## src/rtl/countdown_timer_if.sv

```systemverilog
// Control and status bundle of the two-digit BCD countdown timer.
// The game side (master) drives the controls and the divider tick;
// the timer (slave) returns the remaining seconds and status flags.
interface countdown_timer_if;
    logic       tick_in;
    logic       start;
    logic       pause;
    logic       clear;
    logic       load_en;
    logic [7:0] load_val;
    logic [7:0] sec_bcd;
    logic       busy;
    logic       paused;
    logic       timeout;
    logic       expired;

    modport master (
        output tick_in, start, pause, clear, load_en, load_val,
        input  sec_bcd, busy, paused, timeout, expired
    );

    modport slave (
        input  tick_in, start, pause, clear, load_en, load_val,
        output sec_bcd, busy, paused, timeout, expired
    );
endinterface

```

## src/rtl/countdown_timer.sv

```systemverilog
// Two-digit BCD seconds countdown timer.
// tick_in is the divider's slow square wave: it is synchronised into the
// clk domain as data, its rising edges are prescaled into one-second
// steps, and the remaining count is presented in BCD for the display.
module countdown_timer #(
    parameter int TICKS_PER_SEC = 100,
    parameter int SUB_W         = 8
) (
    input  logic            clk,
    input  logic            rst,
    countdown_timer_if.slave bus
);

    typedef enum logic [1:0] {
        ST_IDLE    = 2'd0,
        ST_RUN     = 2'd1,
        ST_PAUSE   = 2'd2,
        ST_EXPIRED = 2'd3
    } state_t;

    localparam logic [SUB_W-1:0] SUB_MAX = SUB_W'(TICKS_PER_SEC - 1);
    localparam logic [SUB_W-1:0] SUB_ONE = SUB_W'(1);

    // Clamp each BCD digit to 9 so an out-of-range preset stays displayable.
    function automatic logic [7:0] bcd_clamp(input logic [7:0] v);
        logic [3:0] tens;
        logic [3:0] ones;
        tens = (v[7:4] > 4'd9) ? 4'd9 : v[7:4];
        ones = (v[3:0] > 4'd9) ? 4'd9 : v[3:0];
        return {tens, ones};
    endfunction

    // One-second BCD decrement with borrow; saturates at 00.
    function automatic logic [7:0] bcd_dec(input logic [7:0] v);
        logic [7:0] r;
        if (v == 8'h00) begin
            r = 8'h00;
        end else if (v[3:0] != 4'd0) begin
            r = {v[7:4], v[3:0] - 4'd1};
        end else begin
            r = {v[7:4] - 4'd1, 4'd9};
        end
        return r;
    endfunction

    logic          s1_r, s2_r, s3_r;
    logic          tick_rise_s;
    state_t        state_r, state_n_s;
    logic [SUB_W-1:0] sub_r, sub_n_s;
    logic [7:0]    sec_r, sec_n_s;
    logic          timeout_r, timeout_n_s;
    logic          busy_r, paused_r, expired_r;

    assign tick_rise_s = s2_r & ~s3_r;

    // Three-flop synchroniser on the asynchronous divider output.
    always_ff @(posedge clk or posedge rst) begin
        if (rst) begin
            s1_r <= 1'b0;
            s2_r <= 1'b0;
            s3_r <= 1'b0;
        end else begin
            s1_r <= bus.tick_in;
            s2_r <= s1_r;
            s3_r <= s2_r;
        end
    end

    // Next-state, count and pulse decisions; clear beats load beats start/pause beats tick.
    always_comb begin
        state_n_s   = state_r;
        sub_n_s     = sub_r;
        sec_n_s     = sec_r;
        timeout_n_s = 1'b0;
        if (bus.clear) begin
            state_n_s = ST_IDLE;
            sub_n_s   = '0;
            sec_n_s   = 8'h00;
        end else if (bus.load_en && ((state_r == ST_IDLE) || (state_r == ST_EXPIRED))) begin
            state_n_s = ST_IDLE;
            sub_n_s   = '0;
            sec_n_s   = bcd_clamp(bus.load_val);
        end else begin
            case (state_r)
                ST_IDLE: begin
                    if (bus.start && (sec_r != 8'h00)) begin
                        state_n_s = ST_RUN;
                    end else begin
                        state_n_s = ST_IDLE;
                    end
                end
                ST_RUN: begin
                    // A pause discards any tick landing in the same cycle.
                    if (bus.pause) begin
                        state_n_s = ST_PAUSE;
                    end else if (tick_rise_s) begin
                        if (sub_r == SUB_MAX) begin
                            sub_n_s = '0;
                            sec_n_s = bcd_dec(sec_r);
                            if (sec_r == 8'h01) begin
                                state_n_s   = ST_EXPIRED;
                                timeout_n_s = 1'b1;
                            end else begin
                                state_n_s = ST_RUN;
                            end
                        end else begin
                            sub_n_s = sub_r + SUB_ONE;
                        end
                    end else begin
                        state_n_s = ST_RUN;
                    end
                end
                ST_PAUSE: begin
                    if (bus.pause || bus.start) begin
                        state_n_s = ST_RUN;
                    end else begin
                        state_n_s = ST_PAUSE;
                    end
                end
                ST_EXPIRED: begin
                    state_n_s = ST_EXPIRED;
                end
                default: begin
                    state_n_s = ST_IDLE;
                    sub_n_s   = '0;
                    sec_n_s   = 8'h00;
                end
            endcase
        end
    end

    // State, counters and registered status outputs.
    always_ff @(posedge clk or posedge rst) begin
        if (rst) begin
            state_r   <= ST_IDLE;
            sub_r     <= '0;
            sec_r     <= 8'h00;
            timeout_r <= 1'b0;
            busy_r    <= 1'b0;
            paused_r  <= 1'b0;
            expired_r <= 1'b0;
        end else begin
            state_r   <= state_n_s;
            sub_r     <= sub_n_s;
            sec_r     <= sec_n_s;
            timeout_r <= timeout_n_s;
            busy_r    <= (state_n_s == ST_RUN) || (state_n_s == ST_PAUSE);
            paused_r  <= (state_n_s == ST_PAUSE);
            expired_r <= (state_n_s == ST_EXPIRED);
        end
    end

    assign bus.sec_bcd = sec_r;
    assign bus.busy    = busy_r;
    assign bus.paused  = paused_r;
    assign bus.timeout = timeout_r;
    assign bus.expired = expired_r;

endmodule

```

## src/flat_wrapper.sv

```systemverilog
// flat-port wrapper written by rule: the top's interface ports become plain ports
module countdown_timer_flat 
#(
    parameter int TICKS_PER_SEC = 100,
    parameter int SUB_W         = 8
)
  (clk, rst, bus_tick_in, bus_start, bus_pause, bus_clear, bus_load_en, bus_load_val, bus_sec_bcd, bus_busy, bus_paused, bus_timeout, bus_expired);
  countdown_timer_if bus_i ();
  input  logic clk;
  input  logic rst;
  input wire logic [$bits(bus_i.tick_in)-1:0] bus_tick_in;
  input wire logic [$bits(bus_i.start)-1:0] bus_start;
  input wire logic [$bits(bus_i.pause)-1:0] bus_pause;
  input wire logic [$bits(bus_i.clear)-1:0] bus_clear;
  input wire logic [$bits(bus_i.load_en)-1:0] bus_load_en;
  input wire logic [$bits(bus_i.load_val)-1:0] bus_load_val;
  output wire logic [$bits(bus_i.sec_bcd)-1:0] bus_sec_bcd;
  output wire logic [$bits(bus_i.busy)-1:0] bus_busy;
  output wire logic [$bits(bus_i.paused)-1:0] bus_paused;
  output wire logic [$bits(bus_i.timeout)-1:0] bus_timeout;
  output wire logic [$bits(bus_i.expired)-1:0] bus_expired;
  assign bus_i.tick_in = bus_tick_in;
  assign bus_i.start = bus_start;
  assign bus_i.pause = bus_pause;
  assign bus_i.clear = bus_clear;
  assign bus_i.load_en = bus_load_en;
  assign bus_i.load_val = bus_load_val;
  assign bus_sec_bcd = bus_i.sec_bcd;
  assign bus_busy = bus_i.busy;
  assign bus_paused = bus_i.paused;
  assign bus_timeout = bus_i.timeout;
  assign bus_expired = bus_i.expired;
  countdown_timer #(.TICKS_PER_SEC(TICKS_PER_SEC), .SUB_W(SUB_W)) u_core (.clk(clk), .rst(rst), .bus(bus_i));
endmodule
```

## config.mk

```make
export PLATFORM = sky130hd
export DESIGN_NAME = countdown_timer_flat
export DESIGN_NICKNAME = d
export VERILOG_FILES = /design/src/rtl/countdown_timer_if.sv /design/src/rtl/countdown_timer.sv /design/src/flat_wrapper.sv
export SDC_FILE = /design/constraint.sdc
export NUM_CORES = 1
export LEC_CHECK = 0
export BUFFER_PORTS_ARGS = -buffer_cell sky130_fd_sc_hd__buf_2
export CORE_MARGIN = 2
export CORE_UTILIZATION = 35
export CTS_BUF_LIST = sky130_fd_sc_hd__clkbuf_4
export CTS_CLUSTER_DIAMETER = 60
export DETAILED_ROUTE_END_ITERATION = 10
export PLACE_DENSITY = 0.66
export SYNTH_ARGS = -nofsm -noshare
export SYNTH_HDL_FRONTEND = slang
export SYNTH_SLANG_ARGS = --single-unit
```

## constraint.sdc

```tcl
create_clock -name clk -period 7.5 [get_ports clk]
set_input_delay 2.25 -clock clk [delete_from_list [all_inputs] [get_ports clk]]
set_output_delay 2.25 -clock clk [all_outputs]
set_load 0.01 [all_outputs]
```

# After elaboration in Yosys (flattened, before gate mapping)
# Cells that the tools add are included.
[word_totals]
in_bits = 15
output_inout_bits = 12
elab_cells = 75
regBits = 25
[op_classes]
n_lt_le_gt_ge = 2
bitwise_logic = 2
addsub = 3
muxes = 32
n_eq_ne = 10
reduce_logical = 15
[ops]
columns = ["op", "n"]
rows = [
  ["8-bit two-way mux", 14],
  ["2-bit two-way mux", 7],
  ["3-bit nonzero test", 3],
  ["8-bit by 1-bit adder with 8-bit output (second input constant)", 1],
  ["2-bit equality test (second input constant)", 4],
  ["8-bit by 1-bit equality test with 1-bit output (second input constant)", 1],
  ["8-bit by 7-bit equality test with 1-bit output (second input constant)", 1],
  ["4-bit greater-than comparator (second input constant)", 2],
  ["8-bit zero test", 1],
  ["1-bit two-way mux", 8],
  ["4-bit two-way mux", 2],
  ["2-bit case mux with 4 select lines", 1],
  ["8-bit nonzero test", 1],
  ["4-bit by 1-bit subtractor with 4-bit output (second input constant)", 2],
  ["5-bit AND reduction", 1],
  ["2-bit by 1-bit equality test with 1-bit output (second input constant)", 2],
  ["4-bit by 2-bit inequality test with 1-bit output (second input constant)", 1],
  ["4-bit AND reduction", 1],
  ["4-bit nonzero test", 1],
  ["1-bit logical OR", 3],
  ["3-bit by 1-bit inequality test with 1-bit output (second input constant)", 1],
  ["3-bit AND reduction", 1],
  ["1-bit logical AND", 2],
  ["2-bit zero test", 1],
  ["other kinds (2)", 2],
]

# Longest topological paths before layout
[depth]
word_depth = 10
ltp_mapped = 9
depth_no_buf = 9

# Least setup slack after synthesis
# OpenSTA, ideal clock, no wires.
[synth_timing]
path_kind = "input to register"
startpoint = "in bus_pause"
endpoint = "reg u_core.sec_r[3], in the netlist u_core.bus.sec_bcd[3]"
cell_stages = 4
setup_slack_ps = 3878
arrival_time_ps = 3528
setup_ps = 94
n_path_buf = 0
t_required_ps = 7406
cell_sequence = "nor4bb_1 -> nand2_1 -> a211o_1 -> a211oi_1"
[synth_via]
elab_chain_cells = 2
[synth_rtl]
columns = ["element", "line_no", "rtl"]
rows = [
  ["from (decl)", "flat_wrapper.sv:13", "input wire logic [$bits(bus_i.pause)-1:0] bus_pause;"],
  ["3-bit by 1-bit inequality test with 1-bit output (no source line)", "n/a", ""],
  ["4-bit AND reduction (no source line)", "n/a", ""],
  ["to (signal assigned)", "countdown_timer.sv:145", "sec_r <= sec_n_s;"],
  ["to (decl)", "countdown_timer.sv:50", "logic [7:0] sec_r, sec_n_s;"],
]
# No other way between the ends.
# A chain may end at the register's enable or synchronous reset.

# Worst setup path in the final report
[layout_timing]
startpoint = "in bus_pause"
endpoint = "reg u_core.sec_r[6], in the netlist u_core.bus.sec_bcd[6]"
[layout_via]
elab_chain_cells = 2
[layout_rtl]
columns = ["element"]
rows = [
  ["3-bit by 1-bit inequality test with 1-bit output (no source line)"],
  ["5-bit AND reduction (no source line)"],
]
# No other way between the ends.

==> results.cfg <==
[timing]
finalSetupTns_ns = 0
worstMarginPinSlew_ns = 1.01
finalClockSkew_ns = 0.00499
timing.final.max_slew_violations = 0
finalSetupViolCount = 0
fin_hold_ws_ns = 0.377
grt_setup_unrepaired = no
share_of_the_cycle_needed_by_the_critical_path_after_routing_pct = 50.2
timing_hold_violations_final = 0
achievable-frequency_mhz = 266
shortest_period_the_worst_path_allows_ns = 3.76
maxSlewHeadroom_pct = 31.6

[global_route]
grt_max_degree = 26
global_route.usage.met2_pct = 20.1
grt_pass1_vias = 1095
grt_pass1_wl_um = 4980
met1_usage_pct = 17.0
grt_use_total_pct = 12.7
globalRoute.busiestLayer = met2
grt.overflow.total = 0
grt_antenna_before_repair = 0
met3_usage_pct = 3.49

[pwr]
finalPower_mw = 0.289
pwr-share-seq_pct = 52.4
swShare_pct = 31.6
comb_power_share_pct = 25.2
p_per_area_mw_per_mm2 = 169
power.ir.vdd_worst_mv = 0.113
p_leak_nw = 0.782
intPower_mw = 0.197
clock_power_share_pct = 22.4
p_sw_mw = 0.0912

[worst_setup_path]
critPathMaxFanout = 7
critical_path_class = input pin to flip-flop
startpoint_type = input pin
critical_path_arrival_ns = 3.96
critical_path.endpoint_type = flip-flop
crit_path_start = bus_pause
worst_r2r_startpoint = u_core.sub_r[0]
critical_path_required_ns = 7.70

[clock_tree]
clock_sinks = 25
postCtsSetupRepairBufs = 0
ctsHtreeMaxLevel = 1
clock-root-buffer = sky130_fd_sc_hd__clkbuf_4
post_cts_resized = 0
tritoncts = done
cts.path.max_buffers = 2
cts-hold-fix-buffers = 0
numCtsBuffers = 3
worstSkewPairLatency_ns = 0.32
path_clk_slew_ns = 0.13

[floorplanning]
die_h_um = 69.3
core_mm2 = 0.00406
io_pins = 27
fp.dieW_um = 69.3
die-area_mm2 = 0.00480
placementRows = 23
initial_utilization_pct = 36.8

[placed_design]
place.port_buffers = 26
place.detailed.hpwl_um = 2330
gp_congestion = 0.796

[yosys]
synth_cell_types = 39
yosysSeqAreaShare_pct = 41.9
ys_dominant_reg_cell = sky130_fd_sc_hd__dfrtp_1
synth.cell_area_mm2 = 0.00149
avgSynthCellArea_um2 = 9.51
synth-edff-count = 0
async_s_r_ff_share_synth_pct = 100
yosys_warnings = 0
post_syn_nets = 183
syn-instance-count = 157
ys_ff_latch = 25

[finish]
mostFrequentLayoutCell = sky130_fd_sc_hd__buf_2
drive_above_1_share_pct = 19.0
finish.net_count = 211
layout.cells.most_common_list = sky130_fd_sc_hd__buf_2, sky130_fd_sc_hd__dfrtp_1, sky130_fd_sc_hd__o21ai_0
layout-area-overhead-vs-synth_pct = 14.2
antenna-diode-count = 0

[routing]
drt_pass1_iterations = 4
drc = 0
ant_nets = 0
dr_total_vias = 1233
per_cell_via_count_in_the_routed_design = 5.27
drt_iter0_markers = 65
dr_wl_cell_um = 13.1
finalWirelength_um = 3070

[hold_path]
origin_of_the_worst_min_delay_path = u_core.s1_r
worstHoldPathType = flip-flop to flip-flop

[job]
cap_violations = 0

[outcome]
status = completed
power by group through the flow:
| stage | clock, mW | combinational (mW) | sequential, mW |
|---|---|---|---|
| 2_1_floorplan | 0 | 0.0485 | 0.155 |
| 3_3_place_gp | 0 | 0.0736 | 0.154 |
| 3_5_place_dp | 0 | 0.0732 | 0.154 |
| 4_1_cts | 0.0672 | 0.0734 | 0.151 |
| 5_1_grt | 0.0719 | 0.0819 | 0.153 |
| 6_report | 0.0647 | 0.0726 | 0.151 |
through the flow:
step	setup slack, ns	std cells	utilization [%]	instance area (um^2)
after floorplan	3.88	157	-	1490
after global placement	3.52	230	41.3	1670
after detailed placement	3.36	230	41.3	1670
after CTS	3.73	234	42.0	1700
after global routing	3.59	234	42.0	1700
final	3.74	234	42.0	1700
critical path, cell delays in order:
cell,delay [ns]
sky130_fd_sc_hd__buf_2,0.12
sky130_fd_sc_hd__nor4bb_1,0.86
sky130_fd_sc_hd__a31oi_1,0.39
sky130_fd_sc_hd__o21ai_0,0.24
sky130_fd_sc_hd__o21ai_0,0.10
registers in the layout, indices dropped and copies added (netlist names):
| name | count |
|---|---|
| u_core.s3_r | 1 |
| u_core.bus.busy | 1 |
| u_core.sub_r | 8 |
| u_core.bus.sec_bcd | 8 |
| u_core.bus.expired | 1 |
| u_core.state_r | 2 |
| u_core.bus.timeout | 1 |
| u_core.s2_r | 1 |
| u_core.bus.paused | 1 |
| u_core.s1_r | 1 |
layer usage:
| metal | wire [um] | part of all wire (%) |
|---|---|---|
| met3 | 122 | 4.0 |
| met1 | 1550 | 50 |
| met4 | 29 | 0.95 |
| met2 | 1370 | 45 |
| met5 | 0 | 0 |
final timing paths:
kind / cells after the start / end / slack [ns]
min in group asynchronous: 2 / u_core.bus.timeout / 2.11
worst min-delay path: 0 / u_core.s2_r / 0.38
worst max-delay path: 5 / u_core.bus.sec_bcd[6] / 3.74
max in group asynchronous: 2 / u_core.s2_r / 4.82
worst max register to register: 8 / u_core.bus.busy / 4.83
worst min register to register: 0 / u_core.s2_r / 0.38
cells in the mapped netlist (2+ instances only):
cell | count | share of area (%)
sky130_fd_sc_hd__o21ai_0 | 12 | 4.0
sky130_fd_sc_hd__o21a_1 | 2 | 1.0
sky130_fd_sc_hd__nand2b_1 | 8 | 3.4
sky130_fd_sc_hd__clkbuf_1 | 3 | 0.75
sky130_fd_sc_hd__or3_1 | 2 | 0.84
sky130_fd_sc_hd__o31ai_1 | 3 | 1.5
sky130_fd_sc_hd__nand4_1 | 3 | 1.3
sky130_fd_sc_hd__a22o_1 | 2 | 1.2
sky130_fd_sc_hd__dfrtp_1 | 25 | 42
sky130_fd_sc_hd__a31oi_1 | 2 | 0.84
sky130_fd_sc_hd__nand2_1 | 10 | 2.5
sky130_fd_sc_hd__inv_1 | 11 | 2.8
sky130_fd_sc_hd__a21oi_1 | 10 | 3.4
sky130_fd_sc_hd__nand3b_1 | 2 | 1.0
sky130_fd_sc_hd__xnor2_1 | 2 | 1.2
sky130_fd_sc_hd__ha_1 | 11 | 9.2
sky130_fd_sc_hd__nor2b_1 | 2 | 0.84
sky130_fd_sc_hd__xor2_1 | 3 | 1.8
sky130_fd_sc_hd__nor3b_1 | 6 | 3.0
sky130_fd_sc_hd__nor3_1 | 8 | 2.7
sky130_fd_sc_hd__nor2_1 | 11 | 2.8
sky130_fd_sc_hd__a211oi_1 | 2 | 1.0
cell type report:
class,count,area [um^2]
fill,402,2350
multi-input combinational,118,815
sequential,25,626
timing repair buffer,26,130
tap,50,62.6
inverter,11,41.3
clock buffer,4,30.0
cells by family after synthesis:
family	after synthesis	synth area share, %
flops	25	41.9
compound gates	41	18.4
fa+ha+maj	11	9.22
mux	1	0.671
simple gates	60	23.4
xor+xnor	5	2.93
buf+inv	14	3.52
(Power assumes the default switching activity.)
